**config.mk**
```make
export PLATFORM = sky130hd
export DESIGN_NAME = pong_game_sequencer
export DESIGN_NICKNAME = d
export VERILOG_FILES = /design/src/rtl/pong_game_sequencer.sv
export SDC_FILE = /design/constraint.sdc
export NUM_CORES = 1
export LEC_CHECK = 0
export BUFFER_PORTS_ARGS = -buffer_cell sky130_fd_sc_hd__buf_2
export CORE_ASPECT_RATIO = 0.8
export CORE_MARGIN = 2
export CORE_UTILIZATION = 49
export DETAILED_ROUTE_END_ITERATION = 7
export PLACE_DENSITY = 0.85
export SLEW_MARGIN = 20
export SYNTH_ARGS = -nofsm -noshare
export SYNTH_HDL_FRONTEND = slang
export SYNTH_SLANG_ARGS = --single-unit
```
**constraint.sdc**
```tcl
create_clock -name clk_div -period 1.8 [get_ports clk_div]
set_input_delay 0 -clock clk_div [delete_from_list [all_inputs] [get_ports clk_div]]
set_output_delay 0 -clock clk_div [all_outputs]
set_load 0.02 [all_outputs]
```
**src/rtl/pong_game_sequencer.sv**
```systemverilog
// Game-flow controller for the Pong datapath: sequences serve, rally, point and
// game-over phases once per game tick, gates ball/paddle updates and owns the score.
module pong_game_sequencer #(
  parameter int WIN_SCORE   = 15,
  parameter int SERVE_DELAY = 8,
  parameter int POINT_HOLD  = 16
) (
  input  logic       clk_div,
  input  logic       rst_n,
  input  logic       start,
  input  logic       pause,
  input  logic       miss_left,
  input  logic       miss_right,
  output logic       ball_run,
  output logic       ball_reset,
  output logic       paddle_run,
  output logic       serve_dir,
  output logic [7:0] score,
  output logic       game_over,
  output logic       winner,
  output logic [2:0] state
);

  typedef enum logic [2:0] {
    S_IDLE   = 3'd0,
    S_SERVE  = 3'd1,
    S_PLAY   = 3'd2,
    S_POINT  = 3'd3,
    S_PAUSED = 3'd4,
    S_OVER   = 3'd5
  } state_t;

  localparam logic [5:0] SERVE_LOAD = 6'(SERVE_DELAY - 1);
  localparam logic [5:0] POINT_LOAD = 6'(POINT_HOLD - 1);
  localparam logic [3:0] WIN        = 4'(WIN_SCORE);

  state_t     r_state;
  logic [5:0] r_timer;
  logic [3:0] r_score_opp;
  logic [3:0] r_score_ply;
  logic       r_serve_dir;
  logic       r_winner;
  logic       r_start_q;

  logic w_start_rise;
  logic w_ply_won;
  logic w_opp_won;

  assign w_start_rise = start & ~r_start_q;
  assign w_ply_won    = (r_score_ply == WIN);
  assign w_opp_won    = (r_score_opp == WIN);

  // NOTE: reset is tested inside the clocked block only, so it takes effect on a
  // clk_div edge; every register here uses non-blocking assignment.
  always_ff @(posedge clk_div) begin
    if (!rst_n) begin
      r_state     <= S_IDLE;
      r_timer     <= '0;
      r_score_opp <= '0;
      r_score_ply <= '0;
      r_serve_dir <= 1'b1;
      r_winner    <= 1'b0;
      r_start_q   <= 1'b0;
    end else begin
      r_start_q <= start;
      case (r_state)
        S_IDLE: begin
          if (w_start_rise) begin
            r_score_opp <= '0;
            r_score_ply <= '0;
            r_timer     <= SERVE_LOAD;
            r_state     <= S_SERVE;
          end
        end

        S_SERVE: begin
          if (r_timer == '0) r_state <= S_PLAY;
          else               r_timer <= r_timer - 6'd1;
        end

        S_PLAY: begin
          // A double miss is a dead ball: replay from the same server.
          if (miss_left && miss_right) begin
            r_timer <= POINT_LOAD;
            r_state <= S_POINT;
          end else if (miss_left) begin
            if (r_score_ply < WIN) r_score_ply <= r_score_ply + 4'd1;
            r_serve_dir <= 1'b0;
            r_timer     <= POINT_LOAD;
            r_state     <= S_POINT;
          end else if (miss_right) begin
            if (r_score_opp < WIN) r_score_opp <= r_score_opp + 4'd1;
            r_serve_dir <= 1'b1;
            r_timer     <= POINT_LOAD;
            r_state     <= S_POINT;
          end else if (pause) begin
            r_state <= S_PAUSED;
          end
        end

        S_POINT: begin
          if (r_timer == '0) begin
            if (w_ply_won || w_opp_won) begin
              r_winner <= w_ply_won;
              r_state  <= S_OVER;
            end else begin
              r_timer <= SERVE_LOAD;
              r_state <= S_SERVE;
            end
          end else begin
            r_timer <= r_timer - 6'd1;
          end
        end

        S_PAUSED: begin
          if (!pause) r_state <= S_PLAY;
        end

        S_OVER: begin
          // Edge-detected so a button held since the last rally cannot restart.
          if (w_start_rise) begin
            r_score_opp <= '0;
            r_score_ply <= '0;
            r_winner    <= 1'b0;
            r_serve_dir <= 1'b1;
            r_timer     <= SERVE_LOAD;
            r_state     <= S_SERVE;
          end
        end

        default: r_state <= S_IDLE;
      endcase
    end
  end

  // NOTE: every output gets a default first so no path leaves it unassigned (no latch).
  always_comb begin
    ball_run   = 1'b0;
    ball_reset = 1'b0;
    paddle_run = 1'b0;
    game_over  = 1'b0;
    case (r_state)
      S_IDLE:   ball_reset = 1'b1;
      S_SERVE: begin
        ball_reset = 1'b1;
        paddle_run = 1'b1;
      end
      S_PLAY: begin
        ball_run   = 1'b1;
        paddle_run = 1'b1;
      end
      S_POINT:  ball_reset = 1'b1;
      S_PAUSED: ;
      S_OVER: begin
        ball_reset = 1'b1;
        game_over  = 1'b1;
      end
      default:  ;
    endcase
  end

  assign serve_dir = r_serve_dir;
  assign score     = {r_score_opp, r_score_ply};
  assign winner    = r_winner;
  assign state     = r_state;

endmodule

```
==> results of run 1 <==
==> cell type report <==
class                           count  area, um^2  share of cell area, %
Inverter                            7        26.3                   1.60
Multi-Input combinational cell    111         845                   51.5
Tap cell                           27        33.8                   2.06
Clock buffer                        3        22.5                   1.37
Sequential cell                    20         414                   25.2
Timing Repair Buffer               46         299                   18.2
==> power by group <==
part / total (W) / leakage (nW) / internal [W] / switching, W
clock: 0.000221 / 0.0138 / 0.0000786 / 0.000143
sequential: 0.000554 / 0.167 / 0.000490 / 0.0000645
combinational: 0.000733 / 0.517 / 0.000334 / 0.000399
==> logic make-up after synthesis <==
logic type                 share of synthesized area (%)
AOI/OAI and AO/OA                                   23.3
muxes                                               3.30
adders and majority gates                           3.09
and+or+nand+nor                                     27.9
buffers and inverters                               4.33
DFF                                                 33.0
xor gates and xnor gates                            5.05
==> cell usage in the layout, fill, tap and decap left out, drive strengths merged, types with 2 or more instances in the layout <==
master        n
nand2b        5
a21oi        11
ha            3
a31oi         2
a32oi         2
inv           7
nor3b         3
dlygate4sd3   2
xor2          3
xnor2         4
nor2b         3
o21a          2
nor4b         2
and3          2
clkbuf        3
buf          44
nor2         17
nand3         6
o21ai        10
nor3          5
o32ai         4
or3           3
nand2         9
mux2i         4
dfxtp        20
==> registers in the layout (all words and copies together) (netlist names) <==
register,count
r_timer,6
r_score_ply,4
serve_dir,1
r_score_opp,4
winner,1
state,3
r_start_q,1
==> final timing paths <==
path | end | slack, ns | depth (start not counted)
worst max-delay path | r_timer[4]$_SDFFE_PN0P_ | -0.02 | 9
worst min-delay path | r_timer[0]$_SDFFE_PN0P_ | 0.03 | 2
worst max register to register | r_timer[4]$_SDFFE_PN0P_ | -0.02 | 9
worst min register to register | winner$_SDFFE_PN0P_ | 0.46 | 2
==> repair_timing <==
action,4_1_cts,5_1_grt
resized for setup,1,22
hold buffers,2,0
setup endpoints to repair,2,11
hold endpoints to repair,2,0
pin swaps,1,6
buffers inserted,3,3
==> critical path, cell delays in order (launching register included) <==
cell and delay (ns):
dfxtp_2 0.34, inv_2 0.07, ha_4 0.14, nor4b_4 0.25
nand2b_2 0.11, buf_4 0.17, o32ai_2 0.23, buf_4 0.18
o21ai_1 0.08, a21oi_1 0.15
==> per-layer routing <==
metal / vias to the layer above / wire [um] / GRT usage [%]
met2: 99 / 1810 / 38.0
met4: 0 / 204 / 8.15
met5: - / 0 / 0
li1: 615 / - / -
met3: 26 / 404 / 6.42
met1: 636 / 1570 / 32.3
==> through the flow <==
stage | hold slack [ns] | instance area, um^2 | instances
floorplan | 0.112 | 1220 | 143
global placement | 0.228 | 1460 | 203
detailed placement | 0.236 | 1460 | 203
CTS | 0.0226 | 1530 | 211
global route | 0.0279 | 1640 | 214
finish | 0.0272 | 1640 | 214
==> flow_metrics.env, run 1 <==
export IMPL_status="finished, violations left"
export IMPL_violations="setup timing"
export IMPL_cp_startpoint="r_timer[1]$_SDFFE_PN0P_"
export IMPL_hpwl_um=2420
export IMPL_async_reset_ff_share_pct=0
export IMPL_max_vdd_ir_drop_mv=0.490
export IMPL_antenna_left=0
export IMPL_routed_wl_um=3990
export IMPL_drive_above_1_share_pct=42.8
export IMPL_tns_ns=-0.0193
export IMPL_ys_seq_elements=20
export IMPL_grt_max_degree=12
export IMPL_fill_cells=175
export IMPL_track_usage_pct=24.4
export IMPL_hp_class="input port to register"
export IMPL_io_pin_count=23
export IMPL_r2r_start="r_timer[1]$_SDFFE_PN0P_"
export IMPL_fin_worst_skew_ns=0.00623
export IMPL_maxCapViolations=0
export IMPL_syn_inst=143
export IMPL_cts_root_buf="clkbuf_4"
export IMPL_synth_top_cells_by_count="dfxtp_1, nor2_1, a21oi_1"
export IMPL_crit_required_ns=2.04
export IMPL_hp_start="rst_n"
export IMPL_fin_crit_ns=1.82
export IMPL_p_per_area_nw_per_um2=920
export IMPL_drt_pre_antenna_iters=4
export IMPL_place_congestion=0.896
export IMPL_die_y_um=48.5
export IMPL_pre_cts_ws_ns=-0.0721
export IMPL_critPathLaunchType="register"
export IMPL_start_util_pct=50.5
export IMPL_first_iter_violations=106
export IMPL_rows=16
export IMPL_setup_ws_ns=-0.0158
export IMPL_detail_route_wl_per_cell_um=18.6
export IMPL_cts_made_buffers=3
export IMPL_finalSetupViolations=2
export IMPL_viasPerCell=6.43
export IMPL_nets=198
export IMPL_synth_edf_count=0
export IMPL_antenna_found_initial=0
export IMPL_avgSynthCellArea_um2=8.49
export IMPL_worst_slew_pin_slew_ns=0.475
export IMPL_synth_flop_cell="dfxtp_1"
export IMPL_cts_buffer_depth=2
export IMPL_via_count=1376
export IMPL_final_util_pct=68.3
export IMPL_ys_types=42
export IMPL_worst_setup_path_end_kind="register"
export IMPL_die_area_um2=2890
export IMPL_grt_pass1_wl_um=5420
export IMPL_cp_arrival_ns=2.06
export IMPL_area_delta_synth_final_pct=35.2
export IMPL_clock_sinks=20
export IMPL_netlist_area_leader_share_pct=33.0
export IMPL_power_w=0.00151
export IMPL_fp_dieW_um=59.6
export IMPL_clk_pin_slew_ns=0.11
export IMPL_hold_viol=0
export IMPL_io_buffers=22
export IMPL_ys_warn_count=0
export IMPL_synth_seq_area_share_pct=33.0
export IMPL_maxSlewViolCount=0
export IMPL_rsz0062_at_grt="true"
export IMPL_clock_latency_ns=0.32
export IMPL_worstSetupPathType="register to register"
export IMPL_grt_pass1_vias=1162
export IMPL_syn_num_nets=152
export IMPL_crit_fanout=4
export IMPL_synth_area_leaders="dfxtp_1, nor2_1, a21oi_1, mux2i_1, ha_1"
export IMPL_post_synth_top_area_cell="dfxtp_1"
export IMPL_relSlewSlack_pct=68.1
export IMPL_grt_overflow=0
export IMPL_p_leak_nw=0.698
export IMPL_h_tree_depth=1
export IMPL_synth_most_common_cell="dfxtp_1"
export IMPL_synthesis_area_um2=1210
export IMPL_layout_worst_path_cycle_share_pct=101
export IMPL_core_area_um2=2400
export IMPL_diodes=0
export IMPL_cts_tree="yes"
export IMPL_drc=0
export IMPL_fmax_mhz=551
(Power assumes the default switching activity.)
==> run 2: changes to the inputs <==
- ABC_AREA: unset -> 1
- CORE_UTILIZATION: 49 -> 50
==> flow_metrics.env, run 2 <==
export IMPL_status="finished clean"
export IMPL_cts_buffer_depth=2
export IMPL_cp_top_family="simple AND/OR/NAND/NOR gates"
export IMPL_regMostFlops="r_timer"
export IMPL_core_area_um2=2500
export IMPL_p_leak_nw=0.797
export IMPL_hold_viol=0
export IMPL_start_util_pct=53.8
export IMPL_largest_reg_flops=6
export IMPL_die_area_um2=3130
export IMPL_drive_above_1_share_pct=20.2
export IMPL_io_pin_count=23
export IMPL_post_synth_top_area_cell="dfxtp_1"
export IMPL_die_y_um=50.4
export IMPL_netlist_area_leader_share_pct=29.7
export IMPL_h_tree_depth=1
export IMPL_pre_cts_ws_ns=0.171
export IMPL_fill_cells=244
export IMPL_synth_fa_ha_area_share_pct=2.79
export IMPL_grt_pass1_wl_um=5460
export IMPL_rows=16
export IMPL_nets=243
export IMPL_fin_area_um2=1550
export IMPL_grt_overflow=0
export IMPL_worstSetupPathType="register to register"
export IMPL_crit_chain="inv_2 > nand2_2 > nor2_2 > nand2_1 > nand3_2 > xor2_1 > nor2_1"
export IMPL_tns_ns=0
export IMPL_worst_setup_path_end_kind="register"
export IMPL_synthesis_area_um2=1350
export IMPL_cp_startpoint="state[0]$_SDFFE_PN0P_"
export IMPL_fp_dieW_um=62.0
export IMPL_syn_inst=206
export IMPL_synth_flop_cell="dfxtp_1"
export IMPL_synthMuxAreaShare_pct=0
export IMPL_maxSlewViolCount=0
export IMPL_crit_fanout=11
export IMPL_fin_cells=269
export IMPL_synth_seq_area_share_pct=29.7
export IMPL_synth_area_leaders="dfxtp_1, nand2_1, nand3_1, nor2_1, a21oi_1"
export IMPL_viasPerCell=5.32
export IMPL_diodes=0
export IMPL_fin_worst_skew_ns=0.00296
export IMPL_max_vdd_ir_drop_mv=1.16
export IMPL_grt_max_degree=14
export IMPL_p_per_area_nw_per_um2=1890
export IMPL_cp_arrival_ns=1.89
export IMPL_synth_most_common_cell="nand2_1"
export IMPL_setup_ws_ns=0.118
export IMPL_synth_compound_area_share_pct=11.2
export IMPL_worst_slew_pin_slew_ns=0.531
export IMPL_relSlewSlack_pct=64.5
export IMPL_ys_seq_elements=20
export IMPL_routed_wl_um=3250
export IMPL_syn_num_nets=215
export IMPL_maxCapViolations=0
export IMPL_ys_types=25
export IMPL_place_congestion=0.922
export IMPL_multiInputGateArea_um2=856
export IMPL_post_cts_resized=0
export IMPL_crit_path_max_incr_delay_ns=0.42
export IMPL_cp_num_buf_inv=1
export IMPL_track_usage_pct=22.7
export IMPL_area_delta_synth_final_pct=15.3
export IMPL_antenna_found_initial=0
export IMPL_finalSetupViolations=0
export IMPL_hp_start="miss_left"
export IMPL_synthXorXnorAreaFrac_pct=3.25
export IMPL_fmax_mhz=595
export IMPL_seqCellArea_um2=400
export IMPL_rsz0062_at_grt="false"
export IMPL_avgSynthCellArea_um2=6.54
export IMPL_ys_warn_count=0
export IMPL_detail_route_wl_per_cell_um=12.1
export IMPL_yosys_area_share_simple_pct=46.4
export IMPL_reg_top3="r_timer x6, r_score_opp x4, r_score_ply x4"
export IMPL_dpl_cell_area_um2=1490
export IMPL_io_buffers=22
export IMPL_cts_made_buffers=3
export IMPL_first_iter_violations=72
export IMPL_synth_edf_count=0
export IMPL_power_w=0.00294
export IMPL_grt_pass1_vias=1240
export IMPL_async_reset_ff_share_pct=0
export IMPL_drc=0
export IMPL_cts_root_buf="clkbuf_4"
export IMPL_via_count=1430
export IMPL_layout_worst_path_cycle_share_pct=93.4
export IMPL_cp_slowest_cell="nor2_2"
export IMPL_hp_class="input port to register"
export IMPL_critPathLaunchType="register"
export IMPL_clock_latency_ns=0.31
export IMPL_clk_pin_slew_ns=0.11
export IMPL_clock_sinks=20
export IMPL_crit_required_ns=2.01
export IMPL_mostFrequentLayoutCell="nand2_1"
export IMPL_fin_crit_ns=1.68
export IMPL_drt_pre_antenna_iters=4
export IMPL_synth_top_family_by_area="simple AND/OR/NAND/NOR gates"
export IMPL_cts_tree="yes"
export IMPL_hpwl_um=2470
export IMPL_synth_top_cells_by_count="nand2_1, nor2_1, nand3_1"
export IMPL_r2r_start="state[0]$_SDFFE_PN0P_"
export IMPL_dpl_cell_count=262
export IMPL_antenna_left=0
export IMPL_final_cell_mix="nand2_1, nor2_1, nand3_1"
## run 2: cell type report
type	count	area share, %
multi-input cells	164	55.1
flip-flops and latches	20	25.8
repair buffers	25	9.02
clock buffers	4	2.34
well taps	36	2.90
inverters	20	4.83
## run 2: cells by family after synthesis
family / count (synthesis)
AOI/OAI and AO/OA: 26
xor gates and xnor gates: 5
and+or+nand+nor: 130
adders and majority gates: 3
buffers and inverters: 22
DFF: 20
## run 2: worst min-delay path, stage by stage
cell	delay, ns
buf_2	0.12
inv_1	0.08
o21ai_0	0.09
nand3_1	0.07
## run 2: power by group
group / switching, W / internal, W
logic: 0.00134 / 0.000630
clock network: 0.000143 / 0.000124
registers: 0.000140 / 0.000562
total: 0.00162 / 0.00132
## run 2: final timing paths
kind	to	slack, ns	cells past startpoint
hold reg to reg	r_timer[0]$_SDFFE_PN0P_	0.50	2
setup reg to reg	r_score_opp[0]$_SDFFE_PN0P_	0.12	7
hold / removal	serve_dir$_SDFFE_PN1P_	0.07	4
setup / recovery	r_score_opp[0]$_SDFFE_PN0P_	0.12	7
## run 2: timing repair
item,4_1_cts,5_1_grt
setup endpoints to repair,0,0
hold buffers,3,0
endpoints found under the hold margin,4,0
setup buffers,0,0
## run 2: metal layers
layer	routed length [um]	GRT usage, %	part of all wire, %	vias up
met5	0	0	0	-
met4	21	2.13	0.65	0
met1	1510	31.7	47	641
li1	-	-	-	727
met3	210	5.41	6.5	6
met2	1500	36.5	46	56
## run 2: through the flow
stage	utilization, %	hold WS [ns]
4_1_cts	62.1	0.0677
3_3_place_gp	59.4	0.194
6_report	62.1	0.0749
3_5_place_dp	59.4	0.201
5_1_grt	62.1	0.120
2_1_floorplan	-	0.0842
